$ cat config.mk
export PLATFORM = sky130hd
export DESIGN_NAME = stream_mux_rr
export DESIGN_NICKNAME = d
export VERILOG_FILES = /design/src/rtl/stream_mux_rr.sv
export SDC_FILE = /design/constraint.sdc
export NUM_CORES = 1
export LEC_CHECK = 0
export ABC_CLOCK_PERIOD_IN_PS = 1450
export BUFFER_PORTS_ARGS = -buffer_cell sky130_fd_sc_hd__clkbuf_2
export CAP_MARGIN = 20
export CORE_ASPECT_RATIO = 0.9
export CORE_UTILIZATION = 42
export CTS_CLUSTER_DIAMETER = 60
export CTS_CLUSTER_SIZE = 25
export DETAILED_ROUTE_END_ITERATION = 6
export PLACE_DENSITY_LB_ADDON = 0.08
export SLEW_MARGIN = 20
export SYNTH_ARGS = -nofsm -noshare
export SYNTH_HDL_FRONTEND = slang
export SYNTH_SLANG_ARGS = --single-unit
$ cat constraint.sdc
create_clock -name clk -period 1.45 [get_ports clk]
set_input_delay 0.29 -clock clk [delete_from_list [all_inputs] [get_ports clk]]
set_output_delay 0.29 -clock clk [all_outputs]
set_load 0.02 [all_outputs]
$ cat src/rtl/stream_mux_rr.sv
// stream_mux_rr
//   N-input to 1-output stream multiplexer with a registered output stage.
//   A grant is chosen every cycle among channels whose s_valid is high.
//   The granted word is accepted whenever the output register is empty or
//   is being drained in the same cycle, which gives one word per cycle.
//
//   Compile-time option:
//     STREAM_MUX_RR_EN  defined   -> round-robin arbitration with a pointer
//                       undefined -> fixed priority, lowest index wins
//
//   Handshake: a word moves on any interface when its valid and ready are
//   both high at a rising clk edge; a source holds its valid and data until
//   that edge. s_ready depends on s_valid and m_ready. m_data, m_valid and
//   m_sel come straight from registers.
//
// Ports
//   clk      clock, rising edge
//   rst      asynchronous active-high reset
//   s_data   N*WIDTH input words, channel i at [i*WIDTH +: WIDTH]
//   s_valid  per-channel offer
//   s_ready  per-channel accept, at most one bit set
//   m_data   registered selected word
//   m_valid  m_data holds an unconsumed word
//   m_ready  downstream accepts m_data
//   m_sel    channel index that supplied m_data
module stream_mux_rr #(
  parameter int WIDTH = 8,
  parameter int N     = 4
) (
  input  logic                   clk,
  input  logic                   rst,
  input  logic [N*WIDTH-1:0]     s_data,
  input  logic [N-1:0]           s_valid,
  output logic [N-1:0]           s_ready,
  output logic [WIDTH-1:0]       m_data,
  output logic                   m_valid,
  input  logic                   m_ready,
  output logic [$clog2(N)-1:0]   m_sel
);

  localparam int SW = $clog2(N);

  logic [WIDTH-1:0] r_data;
  logic             r_valid;
  logic [SW-1:0]    r_sel;

  logic             w_load_en;
  logic             w_any;
  logic             w_xfer;
  logic [SW-1:0]    w_grant;
  logic [WIDTH-1:0] w_grant_data;

  // Output register can take a word when empty or when draining this cycle.
  assign w_load_en    = !r_valid || m_ready;
  assign w_any        = |s_valid;
  assign w_xfer       = w_load_en && w_any;
  assign w_grant_data = s_data[int'(w_grant)*WIDTH +: WIDTH];

`ifdef STREAM_MUX_RR_EN
  logic [SW-1:0] r_ptr;
  logic [SW-1:0] w_idx;
  logic          w_found;

  // Search starts at the pointer and wraps modulo N; first valid wins.
  always_comb begin
    w_grant = '0;
    w_found = 1'b0;
    w_idx   = '0;
    for (int k = 0; k < N; k++) begin
      w_idx = SW'((int'(r_ptr) + k) % N);
      if (!w_found && s_valid[w_idx]) begin
        w_found = 1'b1;
        w_grant = w_idx;
      end
    end
  end

  // Pointer moves just past the winner, only on an accepted input word.
  always_ff @(posedge clk or posedge rst) begin
    if (rst) begin
      r_ptr <= '0;
    end else if (w_xfer) begin
      r_ptr <= (w_grant == SW'(N - 1)) ? '0 : w_grant + SW'(1);
    end
  end
`else
  // Fixed priority: scanning downwards leaves the lowest valid index.
  always_comb begin
    w_grant = '0;
    for (int i = N - 1; i >= 0; i--) begin
      if (s_valid[i]) w_grant = SW'(i);
    end
  end
`endif

  // One-hot accept; forced low while reset is asserted.
  always_comb begin
    s_ready = '0;
    if (!rst && w_xfer) s_ready[w_grant] = 1'b1;
  end

  // Output stage: load on accept, clear valid on drain without refill,
  // otherwise hold (covers backpressure).
  always_ff @(posedge clk or posedge rst) begin
    if (rst) begin
      r_data  <= '0;
      r_valid <= 1'b0;
      r_sel   <= '0;
    end else if (w_load_en) begin
      if (w_any) begin
        r_data  <= w_grant_data;
        r_sel   <= w_grant;
        r_valid <= 1'b1;
      end else begin
        r_valid <= 1'b0;
      end
    end
  end

  assign m_data  = r_data;
  assign m_valid = r_valid;
  assign m_sel   = r_sel;

endmodule

After elaboration in Yosys (flattened, before gate mapping)

Index checks and enable logic that the tools add are counted.

Order comparisons: 2
Shift-type cells: 1
Multiplexer cells: 8
Reductions and logical operators: 8

Operator list:

| cell               | count |
|---|---|
| $shiftx 32x6->8    | 1 |
| $mux 2             | 4 |
| $mux 4             | 1 |
| $reduce_or 4->1    | 1 |
| $logic_and 1x1->1  | 3 |
| $lt 2x3->1 const B | 1 |
| $demux 1 s2        | 1 |
| $ge 2x1->1 const B | 1 |
| $logic_not 1->1    | 2 |
| $mux 1             | 2 |
| $reduce_and 2->1   | 1 |
| $logic_or 1x1->1   | 1 |

Register bits after elaboration: 11
Input port bits: 39
Output and inout port bits: 15
Logic and storage cells: 22

Logic depth before layout (Yosys ltp)

Depth in word-level cells: 9
Mapped depth: 5
Depth with buffers taken out: 3

Worst setup path after synthesis

No wires, ideal clock.

Kind: input -> output
From: input s_valid[3]
To: output s_ready[3]
Arrival: 1,554 ps
Data required time: 1,160 ps
Setup slack: -394 ps
Stages: 4
Buffers on the path: 2
Path through: clkbuf_1 > clkbuf_1 > nand2b_1 > nor4_1

Cells in the longest elaborated chain, start to end: 9
Elaborated cells between the ends (all ways): 13
Those cells by class: 2 x order compare; 7 x mux; 4 x reduce/logical

Ends and longest elaborated chain:

| element                                                               | RTL line | source |
|---|---|---|
| from (decl)                                                           | 33       | `input logic [N-1:0] s_valid,` |
| $mux 2 (4 in series)                                                  | 91       | `if (s_valid[i]) w_grant = SW'(i);` |
| $lt 2x3->1 (not written as such) / $ge 2x1->1 (equally long branches) | 99       | `if (!rst && w_xfer) s_ready[w_grant] = 1'b1;` |
| $logic_and 1x1->1 (not written as such)                               | 99       |  |
| $mux 1 (not written as such)                                          | 99       |  |
| $demux 1 s2                                                           | 99       |  |
| $mux 4 *                                                              | 99       |  |
| to (decl)                                                             | 34       | `output logic [N-1:0] s_ready,` |

Every way passes the cells marked *; elsewhere a longest branch is shown, timed or not.

Worst setup path after layout

From: register r_valid (netlist: m_valid)
To: output s_ready[1]

Cells in the longest elaborated chain, start to end: 5

Ends and longest elaborated chain:

| element                | RTL line | source |
|---|---|---|
| from (decl)            | 44       | `logic r_valid;` |
| from (signal assigned) | 107      | `r_valid <= 1'b0;` |
| from (signal assigned) | 113      | `r_valid <= 1'b1;` |
| from (signal assigned) | 115      | `r_valid <= 1'b0;` |
| $logic_not 1->1        | 54       | `assign w_load_en = !r_valid \|\| m_ready;` |
| $logic_or 1x1->1       | 54       |  |
| $logic_and 1x1->1      | 56       | `assign w_xfer = w_load_en && w_any;` |
| $logic_and 1x1->1      | 99       |  |
| $mux 4                 | 99       |  |

Every way passes these cells.

==> run summary <==
## Outcome
• finished with violations — outcome
• setup timing — violations in the final reports

## CTS
• 2 — buffers from clock root to sink, at most
• sky130_fd_sc_hd__clkbuf_4 — root cell of the clock tree
• 1 — CTS H-tree depth
• 70 ps — clock slew at reported path FFs
• 3 — number of buffers inserted during clock tree synthesis
• 11 — Clock Sink Count
• built — TritonCTS clock tree
• 270 ps — latest clock arrival within the worst-skew pair

## Finish
• 196 — Cell Count, Final, Fillers Out
• 67.8% — final design utilization
• 181 — layout filler cell count
• sky130_fd_sc_hd__clkbuf_2 — most common cell after layout, fill and taps aside
• sky130_fd_sc_hd__clkbuf_2, sky130_fd_sc_hd__a21oi_1, sky130_fd_sc_hd__buf_4 — leading cell types in the layout, fill and taps excluded
• 48.2% — Layout area overhead
• 1320 um^2 — post-route standard cell area excluding fillers
• 0 — number of inserted diodes
• 43.9% — layout cell share with drive strength beyond 1
• 211 — number of nets in the final layout

## Worst setup path
• nand2b_1, nand2_2, nor3b_2, buf_4 — chain of cells forming the critical path
• flop — kind of start point of the critical path
• 1160 ps — Worst EP required
• primary output — sort of element at the end of the critical path
• 3 — biggest fanout along the worst timing path
• 380 ps — largest incremental delay on the critical path
• flop to primary output — Worst Path Class, Setup
• sky130_fd_sc_hd__dfrtp_1 — critical-path cell with the highest stage delay
• 1240 ps — Worst EP arrival

## Timing
• 5.09 ps — clk_skew
• 0 — hold violation count in the final report
• 105% — post-route fraction of the period consumed by the critical path
• 332 ps — Worst Max-Slew Pin Slew
• yes — unrepaired setup endpoints after global routing
• 1530 ps — time the worst path needs with I/O delays and setup
• 655 MHz — top achievable clock speed
• -218 ps — setup TNS after final layout
• 77.8% — Relative slew margins
• 4 — final count of negative-setup-slack endpoints
• -76.0 ps — crit path setup slack, layout
• 0 — Max Transition Viols Final

## Global routing
• 0 — remaining global-route overflow
• 827 — vias in the first global route
• 3640 um — first-pass GRT wire length
• 22 — maximum number of pins on one net before global-route repair
• 0 — antenna violations before repair
• 21.3% — Total Routing Usage GR

## Floorplanning
• 54 — total I/O pin count
• 45.8% — initial standard-cell utilization of the core
• 45.8 um — overall die height
• 2320 um^2 — die area
• 50.6 um — Die Wd
• 15 — num rows
• 1950 um^2 — placeable core region

## Placement
• 0.767 — routability cong.
• 53 — Port Buffer Count
• 1870 um — DPL Wire Length
• 1250 um^2 — area of placed instances
• 12.4 ps — minimum setup slack after placement
• 190 — placed insts

## Drt
• 1022 — count of vias placed by the detailed router
• 1180 um — detailed-route wire length on metal 1
• 2360 um — wire length reported by the detailed router
• 1010 um — sum of met2 wire segment lengths after detailed routing
• 0 — number of design rule violations left after detail routing
• 5.21 — vias per inst
• 160 um — met3 wire length
• met4 — top layer used by detailed routing
• 12.1 um — routed wire length per instance
• 0 — Final ANT Viol Nets
• 4 — First-pass DRT Iterations
• 14 — Detailed Route Iter0 Violations

## Power and ir drop
• 0.452 mV — maximum VDD drop
• 695 nW/um^2 — power per standard cell area
• 0.664 nW — Leakage

## Yosys
• 100% — fraction of registers with async set/reset
• sky130_fd_sc_hd__dfrtp_1 — Top FF cell, synth
• 112 — Synth Instances
• 0 — yosys synthesis warning count
• 25 — number of different library cells in the post-synthesis netlist
• 893 um^2 — Syn Std Cell Area
• 0 — number of flops mapped to enable cells by yosys
• 30.8% — register area share after synthesis
• 11 — FF+latch count, synth
• 151 — Post-Syn Nets
• 7.98 um^2 — average cell area after synthesis

## Worst hold path
• primary input to async pin — Min-Delay Path Class

## Flow run
• 0 — max capacitance violation total

## kinds of logic (layout without fill, tap and decap cells)
| family | after synthesis | count (layout) | share of synthesized area [%] |
|---|---|---|---|
| compound gates | 44 | 44 | 30.8 |
| buf+inv | 19 | 78 | 8.96 |
| flops | 11 | 11 | 30.8 |
| simple gates | 38 | 38 | 29.4 |
## layout make-up
cell class | count | area [um^2] | area share (%)
well taps | 25 | 31.3 | 2.36
clock buffers | 4 | 26.3 | 1.98
repair buffers | 66 | 387 | 29.2
multi-input cells | 82 | 574 | 43.4
flip-flops and latches | 11 | 275 | 20.8
inverters | 8 | 30.0 | 2.27
## synth_stat cells (all sizes together), types with 3 or more instances
cell	instances	area [um^2]
a21oi	14	70.1
a22o	7	61.3
a31oi	7	43.8
and3b	7	61.3
clkbuf	9	33.8
dfrtp	11	275
inv	8	30.0
nand2b	3	18.8
nand3b	9	67.6
nor2b	8	50.1
o21a	5	37.5
o21ai	9	45.0
## path summary, 6_finish.rpt
kind | slack [ps] | depth (start not counted) | endpoint | startpoint
min in group clk | 400 | 3 | m_data[0] | s_data[0]
max in group asynchronous | 740 | 4 | m_data[0] | rst
max reg2reg | 180 | 5 | m_data[0] | m_valid
min | 20 | 3 | m_valid | rst
min reg2reg | 500 | 1 | m_sel[1] | m_sel[1]
max | -80 | 4 | s_ready[1] | m_valid
## stage by stage
stage,hold WS (ps),power [W]
after detailed placement,263,0.000706
after floorplan,156,0.000572
final,21.8,0.000920
after CTS,24.8,0.000919
after global placement,270,0.000701
after global routing,45.6,0.000976
## where the power goes
| part | switching, W | internal, W | total (W) |
|---|---|---|---|
| clock | 0.0000988 | 0.000106 | 0.000205 |
| combinational | 0.000185 | 0.000163 | 0.000348 |
| sequential | 0.0000218 | 0.000344 | 0.000366 |
| total | 0.000306 | 0.000614 | 0.000920 |
## critical path: cells and delay by family, from the launching register on
family	cells	cell delay, ps
and+or+nand+nor	3	430
DFF	1	380
buffers and inverters	1	160
## flip-flops by register name, summed over array words and instances (netlist names)
| name | cells |
|---|---|
| m_data | 8 |
| m_valid | 1 |
| m_sel | 2 |
## timing repair
action                                 CTS  global route
setup endpoints to repair                4             4
gates cloned                             0             0
hold buffers                             1             0
pin swaps                                3             2
endpoints found under the hold margin    3             0
gates resized for setup                  6             6
setup buffers                            1             0
## per-layer routing
layer  up-vias  GRT usage [%]
met2        46           30.4
li1        526              -
met5         -              0
met1       448           31.8
met3         2           2.67
met4         0           9.44
Power figures use the tool's default switching activity.
